File: src/rtl/localbus_dma_if.sv
// localbus_dma_if: LocalBus initiator signal set plus arbiter request/grant
interface localbus_dma_if #(
  parameter int XLEN = 32
);
  logic bus_req;
  logic bus_gnt;
  logic [XLEN-1:0] m_addr;
  logic [XLEN-1:0] m_wdata;
  logic [2:0] m_we;
  logic [XLEN-1:0] m_rdata;
  modport master (
    output bus_req, m_addr, m_wdata, m_we,
    input bus_gnt, m_rdata
  );
  modport slave (
    input bus_req, m_addr, m_wdata, m_we,
    output bus_gnt, m_rdata
  );
endinterface

File: src/rtl/localbus_dma.sv
// localbus_dma: LocalBus word-copy DMA initiator; define DMA_FILL_EN for pattern-fill mode
module localbus_dma #(
  parameter int XLEN = 32,
  parameter int LWIDTH = 16,
  parameter int RD_LAT = 1,
  parameter logic [2:0] WE_WORD = 3'b111
) (
  input logic clk,
  input logic rst,
  input logic start,
  input logic abort,
  input logic [XLEN-1:0] src,
  input logic [XLEN-1:0] dst,
  input logic [LWIDTH-1:0] len,
`ifdef DMA_FILL_EN
  input logic [XLEN-1:0] fill_data,
  input logic fill,
`endif
  output logic busy,
  output logic done,
  output logic err,
  localbus_dma_if.master bus
);
  typedef enum logic [2:0] {IDLE, REQ, RD, WAIT, WR, DONE} state_t;
  state_t state;
  logic [XLEN-1:0] cur_src, cur_dst, data_q;
  logic [LWIDTH-1:0] remain;
  logic [2:0] wait_cnt;
  logic abort_q, abort_now, bad_align;
`ifdef DMA_FILL_EN
  logic fill_q;
  assign bad_align = (src[1:0] != 2'b00 && !fill) || dst[1:0] != 2'b00;
`else
  localparam logic fill_q = 1'b0;
  assign bad_align = src[1:0] != 2'b00 || dst[1:0] != 2'b00;
`endif
  assign abort_now = abort_q | abort;
  // Bus outputs decode straight from registers so they are zero whenever the bus is not owned
  assign bus.bus_req = state inside {REQ, RD, WAIT, WR};
  assign bus.m_addr = (state == RD || state == WAIT) ? cur_src : (state == WR) ? cur_dst : '0;
  assign bus.m_wdata = (state == WR) ? data_q : '0;
  assign bus.m_we = (state == WR) ? WE_WORD : 3'b000;
  assign busy = state != IDLE;
  always_ff @(posedge clk) begin
    if (rst) begin
      state <= IDLE;
      cur_src <= '0;
      cur_dst <= '0;
      data_q <= '0;
      remain <= '0;
      wait_cnt <= '0;
      abort_q <= 1'b0;
      done <= 1'b0;
      err <= 1'b0;
`ifdef DMA_FILL_EN
      fill_q <= 1'b0;
`endif
    end else begin
      done <= 1'b0;
      err <= 1'b0;
      if (abort && state != IDLE) abort_q <= 1'b1;
      case (state)
        IDLE: begin
          abort_q <= 1'b0;
          if (start && bad_align) err <= 1'b1;
          else if (start && len == '0) state <= DONE;
          else if (start) begin
            cur_src <= src;
            cur_dst <= dst;
            remain <= len;
            state <= REQ;
`ifdef DMA_FILL_EN
            fill_q <= fill;
            data_q <= fill_data;
`endif
          end
        end
        REQ: begin
          if (bus.bus_gnt && abort_now) begin
            state <= DONE;
            done <= 1'b1;
          end else if (bus.bus_gnt) state <= fill_q ? WR : RD;
        end
        RD: begin
          state <= WAIT;
          wait_cnt <= 3'(RD_LAT - 1);
        end
        WAIT: begin
          if (wait_cnt == '0) begin
            data_q <= bus.m_rdata;
            state <= WR;
          end else wait_cnt <= wait_cnt - 3'd1;
        end
        WR: begin
          cur_src <= cur_src + XLEN'(4);
          cur_dst <= cur_dst + XLEN'(4);
          remain <= remain - LWIDTH'(1);
          if (remain == LWIDTH'(1) || abort_now) begin
            state <= DONE;
            done <= 1'b1;
          end else if (bus.bus_gnt) state <= fill_q ? WR : RD;
          else state <= REQ;
        end
        DONE: begin
          // A zero-length start arrives without done set and spends one extra cycle here
          abort_q <= 1'b0;
          if (done) state <= IDLE;
          else done <= 1'b1;
        end
        default: state <= IDLE;
      endcase
    end
  end
endmodule
File: src/flat_wrapper.sv
// flat-port wrapper written by rule: the top's interface ports become plain ports
module localbus_dma_flat 
#(
  parameter int XLEN = 32,
  parameter int LWIDTH = 16,
  parameter int RD_LAT = 1,
  parameter logic [2:0] WE_WORD = 3'b111
)
  (clk, rst, start, abort, src, dst, len, busy, done, err, bus_bus_req, bus_m_addr, bus_m_wdata, bus_m_we, bus_bus_gnt, bus_m_rdata);
  localbus_dma_if #(.XLEN(XLEN)) bus_i ();
  input logic clk;
  input logic rst;
  input logic start;
  input logic abort;
  input logic [XLEN-1:0] src;
  input logic [XLEN-1:0] dst;
  input logic [LWIDTH-1:0] len;
  output logic busy;
  output logic done;
  output logic err;
  output wire logic [$bits(bus_i.bus_req)-1:0] bus_bus_req;
  output wire logic [$bits(bus_i.m_addr)-1:0] bus_m_addr;
  output wire logic [$bits(bus_i.m_wdata)-1:0] bus_m_wdata;
  output wire logic [$bits(bus_i.m_we)-1:0] bus_m_we;
  input wire logic [$bits(bus_i.bus_gnt)-1:0] bus_bus_gnt;
  input wire logic [$bits(bus_i.m_rdata)-1:0] bus_m_rdata;
  assign bus_bus_req = bus_i.bus_req;
  assign bus_m_addr = bus_i.m_addr;
  assign bus_m_wdata = bus_i.m_wdata;
  assign bus_m_we = bus_i.m_we;
  assign bus_i.bus_gnt = bus_bus_gnt;
  assign bus_i.m_rdata = bus_m_rdata;
  localbus_dma #(.XLEN(XLEN), .LWIDTH(LWIDTH), .RD_LAT(RD_LAT), .WE_WORD(WE_WORD)) u_core (.clk(clk), .rst(rst), .start(start), .abort(abort), .src(src), .dst(dst), .len(len), .busy(busy), .done(done), .err(err), .bus(bus_i));
endmodule
File: config.mk
export PLATFORM = sky130hd
export DESIGN_NAME = localbus_dma_flat
export DESIGN_NICKNAME = d
export VERILOG_FILES = /design/src/rtl/localbus_dma_if.sv /design/src/rtl/localbus_dma.sv /design/src/flat_wrapper.sv
export SDC_FILE = /design/constraint.sdc
export NUM_CORES = 1
export LEC_CHECK = 0
export ABC_AREA = 1
export CAP_MARGIN = 40
export CORE_MARGIN = 1.5
export CORE_UTILIZATION = 46
export CTS_CLUSTER_DIAMETER = 30
export DETAILED_ROUTE_END_ITERATION = 10
export PLACE_DENSITY = 0.76
export SYNTH_ARGS = -nofsm -noshare
export SYNTH_HDL_FRONTEND = slang
export SYNTH_SLANG_ARGS = --single-unit
export TNS_END_PERCENT = 30
File: constraint.sdc
create_clock -name clk -period 1.7 [get_ports clk]
set_input_delay 0.34 -clock clk [delete_from_list [all_inputs] [get_ports clk]]
set_output_delay 0.34 -clock clk [all_outputs]
set_load 0.03 [all_outputs]
# [After elaboration in Yosys (flattened, before gate mapping)]
# Index checks and enable logic that the tools add are counted.
# Widths: inputs -> output; s select.
[totals] regBits=121 word_cells=84
[classes] add_sub_neg=4 n_eq_ne=14 mux=33 n_bitwise=2 n_reduce_logical=22
[ops] operator="$mux 32" n=9
[ops] operator="$pmux 32 s2" n=2
[ops] operator="$add 32x3->32 const B" n=2
[ops] operator="$mux 16" n=3
[ops] operator="$pmux 16 s2" n=1
[ops] operator="$mux 3" n=10
[ops] operator="$pmux 3 s6" n=1
[ops] operator="$eq 16x1->1 const B" n=1
[ops] operator="$logic_not 16->1" n=1
[ops] operator="$sub 16x1->16 const B" n=1
[ops] operator="$ne 2x2->1 const B" n=5
[ops] operator="$reduce_bool 2->1" n=4
[ops] operator="$eq 3x2->1 const B" n=2
[ops] operator="$eq 3x3->1 const B" n=2
[ops] operator="$logic_not 3->1" n=2
[ops] operator="$pmux 3 s2" n=1
[ops] operator="$reduce_and 5->1" n=1
[ops] operator="$logic_and 1x1->1" n=4
[ops] operator="$mux 1" n=4
[ops] operator="$reduce_and 2->1" n=2
[ops] operator="$reduce_and 4->1" n=1
[ops] operator="$reduce_bool 4->1" n=1
[ops] operator="$eq 3x1->1 const B" n=1
[ops] operator="$logic_or 1x1->1" n=3
[ops] operator="other kinds (11)" n=11

# [Longest topological paths before layout]
# Gate-level depths: netlist (run 1).
[logic_depth] depth_word=5 depth_mapped=11 ltp_nobuf=11

# [Worst setup path after synthesis (run 1)]
# No wires, ideal clock.
[synth_timing] path_type="flip-flop to output port" startpoint="register u_core.state[0]" endpoint="output bus_m_addr[23]" t_arrival_ns=1.535 setup_slack_ns=-0.175 path_stages_with_launch=6 n_path_buf=2 cell_sequence="dfxtp_1 -> nor2_1 -> nand2_1 -> buf_2 -> buf_2 -> o21ai_0"
[synth_via] elab_chain_len=3
[synth_lines] element="start, declared" line="localbus_dma.sv:25" source="state_t state;"
[synth_lines] element="start signal, assigned" line="localbus_dma.sv:82" source="end else if (bus.bus_gnt) state <= fill_q ? WR : RD;"
[synth_lines] element="start signal, assigned" line="localbus_dma.sv:101" source="end else if (bus.bus_gnt) state <= fill_q ? WR : RD;"
[synth_lines] element="$eq 3x3->1 / $eq 3x2->1 (equally long branches)" line="localbus_dma.sv:40" source="assign bus.m_addr = (state == RD || state == WAIT) ? cur_src : (state == WR) ? cur_dst : '0;"
[synth_lines] element="$mux 32 / $logic_or 1x1->1 (equally long branches)" line="localbus_dma.sv:40"
[synth_lines] element="$mux 32 (*)" line="localbus_dma.sv:40"
[synth_lines] element="end, declared" line="flat_wrapper.sv:22" source="output wire logic [$bits(bus_i.m_addr)-1:0] bus_m_addr;"
# Every way passes the cells marked *; elsewhere a longest branch is shown, timed or not.

# [Worst setup path in the final report (run 1)]
[layout_timing] startpoint="register u_core.state[2]" endpoint="output bus_m_addr[3]"
# Same word-level chain as after synthesis.

==> metrics, run 1 <==
run status=complete, but fails checks; violated checks=negative setup slack; area share of the largest cell type after synthesis=31.0%; Port Buffers=187; Post-Syn Instances=1345; delay-heaviest family, CP=buffers and inverters; CP most frequent cell=buf_6; post-route ant nets=0; final wirelength=26.7 mm; final setup margin=-0.296 ns; Final nets=1709; wire length per cell=14.7 um; CTS Hold Bufs=0; RSZ-0062 raised after global routing=yes; n_diodes=0; fin crit share=117%; Hold Crit Class=register to register; number of synthesized flops with an enable pin=0; WP buf/inv=4; CTS tree=yes; drt pass-1 iters=7; hpwl dp=17.6 mm; maximum clock path buffer count=2; commonest cells in the netlist=nand2_1 (335), nor2_1 (265), inv_1 (144); CTS Root Cell=clkbuf_16; post-synthesis mux area share=0%; clk_skew=0.00909 ns; area grow syn2layout=49.3%; Syn Std Cell Area=7830 um^2; largest net degree at the start of global routing=65; vias per cell=5.29; number of distinct library cells after synthesis=35; Die Wd=133 um; core area=16600 um^2; gpl congestion=0.917; GRT Total Usage=28.9%; XOR/XNOR share of the synthesized area=0.112%; leading area contributor after synthesis=dfxtp_1; Crit. path cell count=6; Die Height=133 um; die area=17800 um^2; Post-synth ARST share=0%; pwr dens=625 nW/um^2; final hold slack=0.449 ns; Pleak=0.00467 uW; worst hold path depth=2; CP required=1.36 ns; total power=7300 uW; Slowest cell on crit path=dfxtp_2; GR Overflow Total=0; initial antenna violation count=0; worst r2r path cells=10; Mean Syn Cell Area=5.82 um^2; H-tree Lvls=4; Syn. warnings=0; clock sink total=121; syn_nets=1468; Setup Total Neg Slack=-15.89 ns; vias in the first global route=8593; Arrival @ worst endpoint=1.66 ns; Worst-Margin Slew=0.349 ns; cells along the critical path=buf_6 > nand2_8 > clkinv_8 > clkbuf_16 > a22o_1 > buf_6; synth top area cells=dfxtp_1 (31%), nand2_1 (16%), nor2_1 (13%); Initial Util=47.2%; floorplan row count=47; max-cap violation count=0; layout cell share with drive strength beyond 1=18.9%; most frequent cell after synthesis=nand2_1; fin crit period=2.00 ns; clk slew on worst S/H paths=0.06 ns; Clock Latency Late Sink=0.43 ns; CTS buffer count=17; Post-Synth Simple-Gate Area=39.5%; CP Max Fanout=8; sequential share of the synthesized area=31.0%; Starting DRT DRC Count=828; Vias=9620; Final Hold Fails=0; startpoint types=register; Critical Path Sink Type=output pin; Synth Area in Compound Gates=16.8%; VDD IR max=732 uV; first-pass GRT wire length=41.7 mm; flops & latches, synth=121; fin util=70.4%; max incr delay on CP=0.33 ns; slew margin rel.=76.6%; Ports=188; adder-cell area share of the yosys netlist=0.959%; kind of critical path=register to output pin; f_max=501 MHz; Slew Limit Fails=0; # setup viols final=83; main combinational cell family by area after synthesis=simple AND/OR/NAND/NOR gates; Most used DFF post-synth=dfxtp_1; post-route DRC violation count=0
metrics by stage:
stage,setup slack [ns],cell area [um^2],cells
after floorplan,-0.136,7850,1345
after global placement,-0.316,10300,1766
after detailed placement,-0.403,10300,1766
after CTS,-0.274,11200,1806
after global routing,-0.335,11700,1818
final,-0.296,11700,1818
registers in the layout (all words and copies together), names as in the netlist:
signal           cells
u_core.abort_q       1
u_core.err           1
u_core.state         3
u_core.data_q       32
u_core.remain       16
u_core.cur_src      32
u_core.done          1
u_core.wait_cnt      3
u_core.cur_dst      32
tightest hold or removal path, delay by kind of cell, from the launching register on:
kind,cells,cell delay [ns]
buffers and inverters,1,0.06
AOI/OAI and AO/OA,1,0.05
DFF,1,0.30
layout make-up:
class	instances	area, um^2
fill	1372	4900
clock inverter	12	118
timing repair buffer	291	2980
sequential	121	2440
inverter	149	578
tap	220	275
multi-input combinational	1006	4830
clock buffer	19	453
what timing repair did:
item,in CTS,in global routing
buffers inserted,6,9
resized for setup,45,130
gates cloned,3,4
setup endpoints to repair,74,138
pin swaps,4,8
cells by family (layout without fill, tap and decap cells):
group,Yosys count,count (layout)
simple gates,750,750
compound gates,249,249
buf+inv,218,471
flops,121,121
fa+ha+maj,6,6
xor+xnor,1,1
worst paths after layout:
kind | startpoint | end | slack [ns]
worst max-delay path | u_core.state[2] | bus_m_addr[3] | -0.30
worst min-delay path | u_core.data_q[7] | u_core.data_q[7] | 0.45
worst max register to register | u_core.state[0] | u_core.cur_dst[16] | -0.09
worst min register to register | u_core.data_q[7] | u_core.data_q[7] | 0.45
cells in the final DEF, fill, tap and decap left out, drive strengths merged, types with 18 or more instances in the layout:
master         count
nor2             269
dfxtp            121
clkbuf            23
o22ai             24
nand2            337
a21oi             86
nor3              18
clkdlybuf4s50    116
inv              150
o21ai            127
buf              167
nand3             97
layer usage:
| metal | share of wire [%] | wire length, um | vias to the layer above | GRT usage, % |
|---|---|---|---|---|
| met4 | 3.3 | 878 | 0 | 10.0 |
| met3 | 8.2 | 2180 | 68 | 5.67 |
| met1 | 42 | 11200 | 4324 | 37.7 |
| met2 | 46 | 12400 | 432 | 47.6 |
| met5 | 0 | 0 | - | 0 |
| li1 | - | - | 4796 | - |
power by group:
| group | internal (uW) | switching (uW) |
|---|---|---|
| Sequential | 2880 | 53.3 |
| Clock | 2090 | 1440 |
| Combinational | 457 | 380 |
Power figures use the tool's default switching activity.
==> inputs of run 2 (changes only) <==
PLACE_DENSITY = unset   (was 0.76)
PLACE_DENSITY_LB_ADDON = 0.3   (was unset)
==> run 2 against run 1 <==
Against the previous run: the run still ends with negative setup slack left; core utilization up 2.2 points; register-to-register slack worse by 0.05 ns; design area rose by 3.1%; clock power about the same; die area unchanged; total power grew 0.41%; clock skew rose by 0.00091 ns; non-clock buffer count grew 2; critical path type unchanged.
==> metrics, run 2 (synthesis results as in run 1) <==
largest net degree at the start of global routing=65 (unchanged); most common cell after layout, fill and taps aside=nand2_1; core area=16600 um^2 (unchanged); n_diodes=0 (unchanged); clk slew on worst S/H paths=0.07 ns (about the same); Slew Limit Fails=0 (unchanged); first-pass GRT wire length=42.2 mm (+1.2%); Psw=2050 uW (+9.5%); maximum clock path buffer count=2 (unchanged); kind of critical path=register to output pin; total power=7330 uW (+0.41%); vias in the first global route=8802 (+2.4%); Starting DRT DRC Count=1053 (+27%); sequential fraction of design power=40.1% (about the same); floorplan row count=47 (unchanged); Setup Total Neg Slack=-19.91 ns (-4.01 ns); CTS Hold Bufs=0 (unchanged); final wirelength=28.9 mm (+8.4%); Hold Crit Class=register to register; slew margin rel.=75.3% (-1.3 points); final hold slack=0.452 ns (+0.00343 ns); area grow syn2layout=53.9%; Die Height=133 um (unchanged); Arrival @ worst endpoint=1.71 ns (+0.05 ns); initial antenna violation count=0 (unchanged); vias per cell=5.44 (+2.9%); Port Buffers=187 (unchanged); Initial Util=47.2% (unchanged); pre-CTS WS=-0.390 ns (+0.0132 ns); pwr dens=609 nW/um^2 (-2.6%); drt pass-1 iters=7 (unchanged); gpl congestion=0.910 (-0.83%); combinational power share=11.5% (about the same); VDD IR max=746 uV (+1.9%); wire length per cell=15.9 um (+8.2%); Sw Share=27.9% (+2.3 points); die area=17800 um^2 (unchanged); clk_skew=0.0100 ns (+0.000911 ns); Final Hold Fails=0 (unchanged); GR Overflow Total=0 (unchanged); CTS tree=yes; Clock Latency Late Sink=0.43 ns (about the same); hpwl dp=17.4 mm (-0.92%); Final nets=1711 (+0.12%); Critical Path Sink Type=output pin; run status=complete, but fails checks; clock sink total=121 (unchanged); Internal=5280 uW (-2.7%); CTS buffer count=17 (unchanged); RSZ-0062 raised after global routing=yes; layout cell share with drive strength beyond 1=21.0% (+2.1 points); H-tree Lvls=4 (unchanged); fin crit period=2.05 ns (+0.0582 ns); final setup margin=-0.354 ns (-0.0582 ns); GRT Total Usage=29.3% (+0.41 points); post-route DRC violation count=0 (unchanged); startpoint types=register; CTS Root Cell=clkbuf_16; post-route ant nets=0 (unchanged); commonest cells after routing, fill and taps aside=nand2_1 (324), nor2_1 (227), inv_1 (139); Clk network pwr share=48.4% (about the same); Die Wd=133 um (unchanged); max-cap violation count=0 (unchanged); Worst-Margin Slew=0.367 ns (+0.0186 ns); fin crit share=121% (+3.4 points); Pleak=0.00478 uW (+2.2%); fin util=72.6% (+2.2 points); violated checks=negative setup slack; # setup viols final=84 (+1.2%); CP Max Fanout=18 (+10); Ports=188 (unchanged); registers with the most flip-flops=u_core.cur_dst x32, u_core.cur_src x32, u_core.data_q x32; f_max=487 MHz (-2.8%); CP required=1.36 ns (about the same); Vias=9911 (+3.0%)
==> run 2: changes by cell type in the layout (fill, tap and decap cells not counted), moves of 7 or more <==
| cell | before | now |
|---|---|---|
| o21ai_0 | 81 | 88 |
| nor2_4 | 3 | 16 |
| o22ai_2 | 9 | 17 |
| buf_6 | 36 | 67 |
| buf_4 | 111 | 78 |
| nor2_1 | 253 | 227 |
| nor2_2 | 13 | 26 |
==> run 2: worst max-delay path: stages, from the launching register on <==
cell,delay (ns)
dfxtp_4,0.37
nor2_4,0.18
nand2_8,0.16
buf_16,0.21
o21ai_2,0.19
buf_6,0.16
==> run 2: final cells by class <==
type | instances | area (um^2)
Clock inverter | 15 | 146
Clock buffer | 17 | 425
Inverter | 149 | 577
Timing Repair Buffer | 293 | 3190
Fill cell | 1296 | 4540
Tap cell | 220 | 275
Sequential cell | 121 | 2440
Multi-Input combinational cell | 1006 | 4990
==> run 2: power by group through the flow <==
stage	clock [uW]	sequential, uW	combinational (uW)
2_1_floorplan	0	2980	352
3_3_place_gp	0	2990	774
3_5_place_dp	0	2990	784
4_1_cts	3550	2930	802
5_1_grt	3690	2940	918
6_report	3550	2940	843
==> run 2: worst paths after layout <==
path / endpoint / slack (ns) / cells past startpoint / start
max reg2reg: u_core.remain[4] / -0.14 / 11 / u_core.state[1]
max: bus_m_addr[23] / -0.35 / 5 / u_core.state[1]
min reg2reg: u_core.data_q[17] / 0.45 / 2 / u_core.data_q[17]
min: u_core.data_q[17] / 0.45 / 2 / u_core.data_q[17]
==> run 2: per-layer routing <==
metal | vias up | share of wire [%] | global-route usage (%) | routed length [um]
li1 | 4810 | - | - | -
met1 | 4454 | 40 | 36.2 | 11500
met4 | 0 | 3.8 | 12.6 | 1090
met3 | 91 | 9.3 | 6.09 | 2700
met5 | - | 0 | 0 | 0
met2 | 556 | 47 | 49.3 | 13600
==> run 2: stage by stage <==
step           cell area, um^2  cells
2_1_floorplan             7850   1345
3_3_place_gp             10200   1756
3_5_place_dp             10200   1756
4_1_cts                  11200   1795
5_1_grt                  12000   1821
6_report                 12000   1821
==> run 2: timing repair <==
action                                  CTS  global route
endpoints found under the setup margin   73           144
buffers inserted                          4            20
gates resized for setup                  79           169
pin swaps                                 1            11
gates cloned                              3             7
